File: src/rtl/menu_sequencer.sv
// menu_sequencer: control-side state machine for the menu graphics path.
// Conditions the raw mode/start buttons (2-flop sync + debounce + press
// pulse), toggles 1P/2P selection in MENU, runs a timed COUNT_START..0
// countdown, pulses game_start on entry to PLAY and returns to MENU on
// game_over.
// Optional build macro: MENU_ABORT_EN -- when defined, a start press during
// the countdown aborts back to MENU.
module menu_sequencer #(
    parameter int COUNT_START     = 3,
    parameter int TICK_CYCLES     = 25000000,
    parameter int DEBOUNCE_CYCLES = 250000
) (
    input  logic       pixel_clk,
    input  logic       reset,
    input  logic       btn_mode_raw,
    input  logic       btn_start_raw,
    input  logic       game_over,
    output logic       menu_active,
    output logic       countdown_active,
    output logic [7:0] countdown_value,
    output logic       game_mode_1p,
    output logic       game_start,
    output logic       game_running
);

    // The debounce counter only needs to reach DEBOUNCE_CYCLES-1.
    localparam int DB_W   = (DEBOUNCE_CYCLES > 1) ? $clog2(DEBOUNCE_CYCLES) : 1;
    localparam int TICK_W = $clog2(TICK_CYCLES);

    typedef enum logic [1:0] {
        ST_MENU,
        ST_COUNTDOWN,
        ST_PLAY
    } state_t;

    logic [1:0] btn_raw;
    logic [1:0] press;
    logic       press_mode;
    logic       press_start;

    // Bit 0 is the mode button, bit 1 the start button.
    assign btn_raw     = {btn_start_raw, btn_mode_raw};
    assign press_mode  = press[0];
    assign press_start = press[1];

    genvar gi;
    generate
        for (gi = 0; gi < 2; gi++) begin : g_btn
            logic            sync1_reg;
            logic            sync2_reg;
            logic            level_reg;
            logic            press_reg;
            logic [DB_W-1:0] cnt_reg;

            // Synchronise, then accept a new level only after it has differed
            // from the debounced level for DEBOUNCE_CYCLES consecutive cycles.
            always_ff @(posedge pixel_clk or posedge reset) begin
                if (reset) begin
                    sync1_reg <= 1'b0;
                    sync2_reg <= 1'b0;
                    level_reg <= 1'b0;
                    press_reg <= 1'b0;
                    cnt_reg   <= '0;
                end else begin
                    sync1_reg <= btn_raw[gi];
                    sync2_reg <= sync1_reg;
                    press_reg <= 1'b0;
                    if (sync2_reg != level_reg) begin
                        if (cnt_reg == DB_W'(DEBOUNCE_CYCLES - 1)) begin
                            level_reg <= sync2_reg;
                            cnt_reg   <= '0;
                            // Only the rising edge of the debounced level is a press.
                            press_reg <= sync2_reg;
                        end else begin
                            cnt_reg <= cnt_reg + 1'b1;
                        end
                    end else begin
                        cnt_reg <= '0;
                    end
                end
            end

            assign press[gi] = press_reg;
        end
    endgenerate

    state_t            state_reg, state_next;
    logic [TICK_W-1:0] tick_reg, tick_next;
    logic [7:0]        value_reg, value_next;
    logic              mode_reg, mode_next;
    logic              start_reg, start_next;
    logic              menu_reg, countdown_reg, running_reg;
    logic              abort;

`ifdef MENU_ABORT_EN
    assign abort = press_start;
`else
    assign abort = 1'b0;
`endif

    // Next-state logic: mode selection in MENU, timed countdown, PLAY hold.
    always_comb begin
        state_next = state_reg;
        tick_next  = tick_reg;
        value_next = value_reg;
        mode_next  = mode_reg;
        start_next = 1'b0;
        case (state_reg)
            ST_MENU: begin
                tick_next  = '0;
                value_next = 8'd0;
                // Start wins over a simultaneous mode press.
                if (press_start) begin
                    state_next = ST_COUNTDOWN;
                    value_next = 8'(COUNT_START);
                end else if (press_mode) begin
                    mode_next = ~mode_reg;
                end
            end
            ST_COUNTDOWN: begin
                if (abort) begin
                    state_next = ST_MENU;
                    value_next = 8'd0;
                    tick_next  = '0;
                end else if (tick_reg == TICK_W'(TICK_CYCLES - 1)) begin
                    tick_next = '0;
                    if (value_reg != 8'd0) begin
                        value_next = value_reg - 8'd1;
                    end else begin
                        // "GO" step finished: pulse coincides with first PLAY cycle.
                        state_next = ST_PLAY;
                        start_next = 1'b1;
                    end
                end else begin
                    tick_next = tick_reg + 1'b1;
                end
            end
            ST_PLAY: begin
                tick_next  = '0;
                value_next = 8'd0;
                if (game_over) begin
                    state_next = ST_MENU;
                end
            end
            default: begin
                state_next = ST_MENU;
                tick_next  = '0;
                value_next = 8'd0;
            end
        endcase
    end

    // State, counters and registered status outputs.
    always_ff @(posedge pixel_clk or posedge reset) begin
        if (reset) begin
            state_reg     <= ST_MENU;
            tick_reg      <= '0;
            value_reg     <= 8'd0;
            mode_reg      <= 1'b1;
            start_reg     <= 1'b0;
            menu_reg      <= 1'b1;
            countdown_reg <= 1'b0;
            running_reg   <= 1'b0;
        end else begin
            state_reg     <= state_next;
            tick_reg      <= tick_next;
            value_reg     <= value_next;
            mode_reg      <= mode_next;
            start_reg     <= start_next;
            menu_reg      <= (state_next == ST_MENU);
            countdown_reg <= (state_next == ST_COUNTDOWN);
            running_reg   <= (state_next == ST_PLAY);
        end
    end

    assign menu_active      = menu_reg;
    assign countdown_active = countdown_reg;
    assign countdown_value  = value_reg;
    assign game_mode_1p     = mode_reg;
    assign game_start       = start_reg;
    assign game_running     = running_reg;

endmodule

File: config.mk
export PLATFORM = sky130hd
export DESIGN_NAME = menu_sequencer
export DESIGN_NICKNAME = d
export VERILOG_FILES = /design/src/rtl/menu_sequencer.sv
export SDC_FILE = /design/constraint.sdc
export NUM_CORES = 1
export LEC_CHECK = 0
export BUFFER_PORTS_ARGS = -buffer_cell sky130_fd_sc_hd__buf_2
export CAP_MARGIN = 10
export CORE_ASPECT_RATIO = 1.2
export CORE_UTILIZATION = 40
export CTS_CLUSTER_SIZE = 8
export DETAILED_ROUTE_END_ITERATION = 12
export PLACE_DENSITY = 0.66
export SLEW_MARGIN = 40
export SYNTH_ARGS = -nofsm -noshare
export SYNTH_HDL_FRONTEND = slang
export SYNTH_SLANG_ARGS = --single-unit
File: constraint.sdc
create_clock -name pixel_clk -period 5.3 [get_ports pixel_clk]
set_clock_uncertainty 0.2 [all_clocks]
set_input_delay 0.795 -clock pixel_clk [delete_from_list [all_inputs] [get_ports pixel_clk]]
set_output_delay 0.795 -clock pixel_clk [all_outputs]
set_load 0.05 [all_outputs]
==> results.json, run 1 <==
{
  "outcome": "completed",
  "whs_ns": 0.1490,
  "intPower_w": 0.001020,
  "power_w": 0.001299,
  "first_iter_violations": 86,
  "port_buffers": 17,
  "worstRegToRegCells": 6,
  "grt_util_met1_pct": 19.13,
  "wl_um": 7012,
  "tightest_slew_ns": 0.6139,
  "cap_viol_max_count": 0,
  "die_area_um2": 10110,
  "antenna_found_initial": 0,
  "maxSlewViolCount": 0,
  "power_switching_w": 0.0002797,
  "switching_share_pct": 21.53,
  "met2_usage_pct": 26.44,
  "die_height_um": 110.0,
  "cts_resized": 0,
  "core_um2": 9467,
  "leakagePower_nw": 1.948,
  "synthFlopType": "dfrtp_1",
  "yosysTopAreaCellShare_pct": 52.82,
  "setup_tns_ns": 0,
  "gr-max-usage-layer": "met2",
  "area_growth_pct": 13.82,
  "synth_nets": 384,
  "cts_tree": "yes",
  "powerDensity_nw_per_um2": 293.9,
  "grt.met3_usage_pct": 3.527,
  "yosysSeqAreaShare_pct": 54.17,
  "grt_pass1_wl_um": 12300,
  "slew_headroom_pct": 58.70,
  "crit_chain": "inv_1 > ha_1 > or3b_2 > or3_1 > or4_4 > a21o_1",
  "grt_pass1_vias": 2729,
  "final_cell_mix": "dfrtp_1 (82), nor2_1 (68), xor2_1 (41), nand3_1 (27), nand2_1 (23)",
  "worstPathRequired_ns": 5.33,
  "synth_cells": 375,
  "antenna_cells": 0,
  "setup_ws_ns": 2.778,
  "final_common_cell": "dfrtp_1",
  "cts_buffers": 9,
  "htreeDepth": 3,
  "clkPwrFrac_pct": 47.9,
  "avgSynthCellArea_um2": 10.36,
  "yosys.area.top_type": "dfrtp_1",
  "clock-sinks": 84,
  "drive_above_1_share_pct": 11.66,
  "clk_latency_ns": 0.33,
  "r2r_start": "countdown_value[0]",
  "largest_reg_flops": 36,
  "postCtsSetupRepairBufs": 0,
  "place.gp.congestion": 0.7798,
  "ys_top_cells_by_area": "dfrtp_1 (53%), xor2_1 (9.2%), nor2_1 (6.6%)",
  "dp_hpwl_um": 4866,
  "min_to": "g_btn[0].sync2_reg",
  "rsz0062_at_grt": "false",
  "share_comb_of_total_power_pct": 2.0,
  "cts_hold_buf": 0,
  "critPathSlowestCell": "or3b_2",
  "finalSetupViolCount": 0,
  "avgRoutedWirePerCell_um": 13.33,
  "pre_cts_slack_ns": 2.654,
  "dieWidth_um": 91.97,
  "seqPwrFrac_pct": 50.1,
  "ant_nets": 0,
  "end_kind": "flop",
  "drc": 0,
  "rr_endpoint": "countdown_active",
  "cts.clk_slew.worst_paths_ns": 0.07,
  "via_count": 2716,
  "async_reset_ff_share_pct": 100.0,
  "synth_seq_cells": 84,
  "num_rows": 39,
  "initial_core_util_pct": 41.04,
  "worstSetupStartpointType": "flop",
  "overflow": 0,
  "synth_edf_count": 0,
  "dr.pass1.iters": 4,
  "hold_violations": 0,
  "hold_depth": 0,
  "max_stage_delay_ns": 0.51,
  "peakVddDrop_v": 0.0001886,
  "cts_root_buf": "clkbuf_16",
  "vias_per_cell": 5.163,
  "num_io_pins": 18,
  "critPathKind": "reg -> reg",
  "post-route-min-period_ns": 2.522,
  "yosysWarnings": 0,
  "synth_cell_type_count": 41,
  "final_nets": 407,
  "netlist_area_um2": 3885,
  "worstPathArrival_ns": 2.55,
  "grt_max_degree": 60,
  "clock_path_buffers": 2,
  "grt_util_all_layers_pct": 15.41,
  "hold_path.class": "reg -> reg",
  "regToRegSetupSlack_ns": 2.78,
  "fmax_ghz": 0.3965,
  "period_share_pct": 47.59,
  "path_max_fanout": 5,
  "min_from": "g_btn[0].sync1_reg"
}
## cell families (layout without fill, tap and decap cells)
group                      after synthesis  in the layout  synth area share [%]
and+or+nand+nor                        195            195                 26.09
DFF                                     84             84                 54.17
xor gates and xnor gates                56             56                 12.62
AOI/OAI and AO/OA                       22             22                 3.768
buffers and inverters                   11             39                 1.224
adders and majority gates                4              4                 1.288
muxes                                    3              3                0.8373
## critical path: cells and delay by family (launching register included)
family	cells	cell delay [ns]
simple gates	3	1.37
buf+inv	1	0.08
fa+ha+maj	1	0.15
flops	1	0.42
compound gates	1	0.20
## area by class of cell
class,instances,area (um2)
Clock inverter,7,77.57
Timing Repair Buffer,19,103.9
Multi-Input combinational cell,280,1740
Clock buffer,9,225.2
Sequential cell,84,2105
Fill cell,894,5045
Inverter,4,16.27
Tap cell,123,153.9
## stage by stage
| step | area, um2 | utilization [%] | cells |
|---|---|---|---|
| after CTS | 4410 | 46.59 | 526 |
| after global placement | 4108 | 43.39 | 510 |
| after detailed placement | 4108 | 43.39 | 510 |
| final | 4422 | 46.71 | 526 |
| after global routing | 4422 | 46.71 | 526 |
| after floorplan | 3885 | - | 375 |
## power groups by stage
stage	clock network (W)	logic, W	registers (W)
4_1_cts	0.000640	0.0000266	0.000651
3_5_place_dp	0	0.0000264	0.000663
2_1_floorplan	0	0.0000183	0.000662
6_report	0.000623	0.0000255	0.000651
5_1_grt	0.000666	0.0000305	0.000651
3_3_place_gp	0	0.0000255	0.000662
## routing by layer
layer | share of wire [%] | vias up | routed length [um]
met1 | 47 | 1324 | 3313
met2 | 49 | 31 | 3421
met3 | 2.5 | 9 | 174
li1 | - | 1352 | -
met4 | 1.5 | 0 | 102
met5 | 0 | - | 0
## cells in the mapped netlist, types with 4 or more instances
cell type / instances
and3_1: 15
dfrtp_1: 82
nand2_1: 24
xor2_1: 41
nand4_1: 14
ha_1: 4
o21ai_0: 5
inv_1: 4
a21oi_1: 6
nand3_1: 27
nand2b_1: 5
nor2_1: 68
xnor2_1: 15
and4_1: 6
nor4_1: 5
or3_1: 8
## worst max path at each step
stage,startpoint,to,slack [ns],cells after the start
after global placement,countdown_value[0],countdown_value[0],2.70,6
after detailed placement,countdown_value[0],countdown_value[0],2.65,6
after global routing,countdown_value[0],countdown_active,2.70,6
after CTS,countdown_value[0],countdown_value[0],2.63,6
after floorplan,reset,countdown_active,2.14,1
final,countdown_value[0],countdown_active,2.78,6
No activity file was read; power rests on OpenSTA's default activity.
==> inputs of run 2 (changes only) <==
clock period = 2.55 ns   (was 5.3 ns; I/O delays follow)
==> run 2 against run 1 <==
Compared with the run above: critical path type unchanged; combinational power grew 130%; highest routed layer unchanged; flip-flop and latch count is the same; count of clock-buffer cells in the layout grew 1.
==> results.json, run 2 (same netlist as run 1, synthesis figures left out) <==
{
  "outcome": "completed",
  "seqPwrFrac_pct": 48.7,
  "setup_tns_ns": 0,
  "port_buffers": 17,
  "rsz0062_at_grt": "false",
  "final_common_cell": "dfrtp_1",
  "core_um2": 9467,
  "cap_viol_max_count": 0,
  "initial_core_util_pct": 41.04,
  "worstPathArrival_ns": 2.41,
  "grt_pass1_wl_um": 12940,
  "post-route-cell-area_um2": 4531,
  "htreeDepth": 3,
  "post-route-min-period_ns": 2.386,
  "num_rows": 39,
  "fmax_ghz": 0.4191,
  "largest_reg_flops": 36,
  "grt_util_all_layers_pct": 16.01,
  "final_cell_mix": "dfrtp_1 (80), nor2_1 (68), xor2_1 (41), nand3_1 (27), nand2_1 (24)",
  "power_switching_w": 0.0005587,
  "hold_path.class": "reg -> reg",
  "fin_cells": 534,
  "area_growth_pct": 16.62,
  "clock-sinks": 84,
  "die_area_um2": 10110,
  "first_iter_violations": 124,
  "clock_path_buffers": 2,
  "placed_cell_area_um2": 4175,
  "overflow": 0,
  "avgRoutedWirePerCell_um": 13.16,
  "grt_max_degree": 85,
  "place.gp.congestion": 0.8033,
  "clk_latency_ns": 0.33,
  "finalSetupViolCount": 0,
  "peakVddDrop_v": 0.0003691,
  "leakagePower_nw": 1.988,
  "switching_share_pct": 20.11,
  "cts.clk_slew.worst_paths_ns": 0.06,
  "hold_violations": 0,
  "power_w": 0.002779,
  "path_max_fanout": 5,
  "dpl.cell_count": 515,
  "antenna_found_initial": 0,
  "maxSlewViolCount": 0,
  "dp_hpwl_um": 4668,
  "clkPwrFrac_pct": 49.2,
  "vias_per_cell": 5.107,
  "ant_nets": 0,
  "powerDensity_nw_per_um2": 613.3,
  "slew_headroom_pct": 60.01,
  "num_io_pins": 18,
  "grt_pass1_vias": 2876,
  "cts_root_buf": "clkbuf_16",
  "tightest_slew_ns": 0.5944,
  "worstPathRequired_ns": 2.57,
  "antenna_cells": 0,
  "drive_above_1_share_pct": 12.65,
  "via_count": 2727,
  "share_comb_of_total_power_pct": 2.2,
  "fillCellCount": 899,
  "die_height_um": 110.0,
  "drc": 0,
  "cts_buffers": 9,
  "wl_um": 7026,
  "postCtsSetupRepairBufs": 0,
  "cts_tree": "yes",
  "period_share_pct": 93.56,
  "dr.pass1.iters": 4,
  "intPower_w": 0.002220,
  "critPathKind": "reg -> reg",
  "dieWidth_um": 91.97,
  "final_nets": 415,
  "end_kind": "flop",
  "worstSetupStartpointType": "flop"
}
-- run 2: per-layer routing --
metal	track usage, %	wire (um)
met1	20.06	3353
met2	27.67	3443
met3	3.181	160
met4	5.580	69
met5	0	0
-- run 2: path summary, 6_finish.rpt --
kind,to,startpoint,slack (ns),cells past startpoint
worst max-delay path,state_reg[0],countdown_value[0],0.16,6
worst min-delay path,g_btn[1].sync2_reg,g_btn[1].sync1_reg,0.15,0
worst max register to register,state_reg[0],countdown_value[0],0.16,6
worst min register to register,g_btn[1].sync2_reg,g_btn[1].sync1_reg,0.15,0
max in group asynchronous,game_mode_1p,reset,1.26,4
min in group asynchronous,g_btn[1].sync1_reg,reset,0.52,4
-- run 2: area by class of cell --
cell class              count  area, um2  share of cell area (%)
clock inverters             6      88.84                   1.961
clock buffers              10      229.0                   5.054
flip-flops and latches     84       2107                   46.51
multi-input cells         280       1740                   38.41
inverters                   4      18.77                  0.4142
well taps                 123      153.9                   3.397
repair buffers             27      192.7                   4.253
-- run 2: timing repair --
item	in CTS	in global routing
hold buffers	3	0
hold endpoints to repair	15	0
resized for setup	0	3
endpoints found under the setup margin	0	6
-- run 2: power groups by stage --
stage | clock [W] | combinational [W] | sequential (W)
final | 0.00137 | 0.0000599 | 0.00135
after global routing | 0.00145 | 0.0000707 | 0.00135
after CTS | 0.00140 | 0.0000626 | 0.00135
after detailed placement | 0 | 0.0000585 | 0.00138
after global placement | 0 | 0.0000577 | 0.00138
after floorplan | 0 | 0.0000385 | 0.00138
-- run 2: critical path, cell delays in order, from the launching register on --
cell and delay, ns:
dfrtp_2 0.43, inv_1 0.06, ha_1 0.17, or3b_4 0.41, or3_1 0.36, or4_4 0.46, a21o_1 0.20
-- run 2: per-stage QoR --
stage,utilization (%),setup WS [ns],hold slack [ns]
after CTS,47.78,0.08647,0.1478
after detailed placement,44.11,0.1017,0.1370
after global routing,47.86,0.07526,0.1607
after global placement,44.11,0.1424,0.1346
after floorplan,-,0.05292,0.1312
final,47.86,0.1641,0.1483
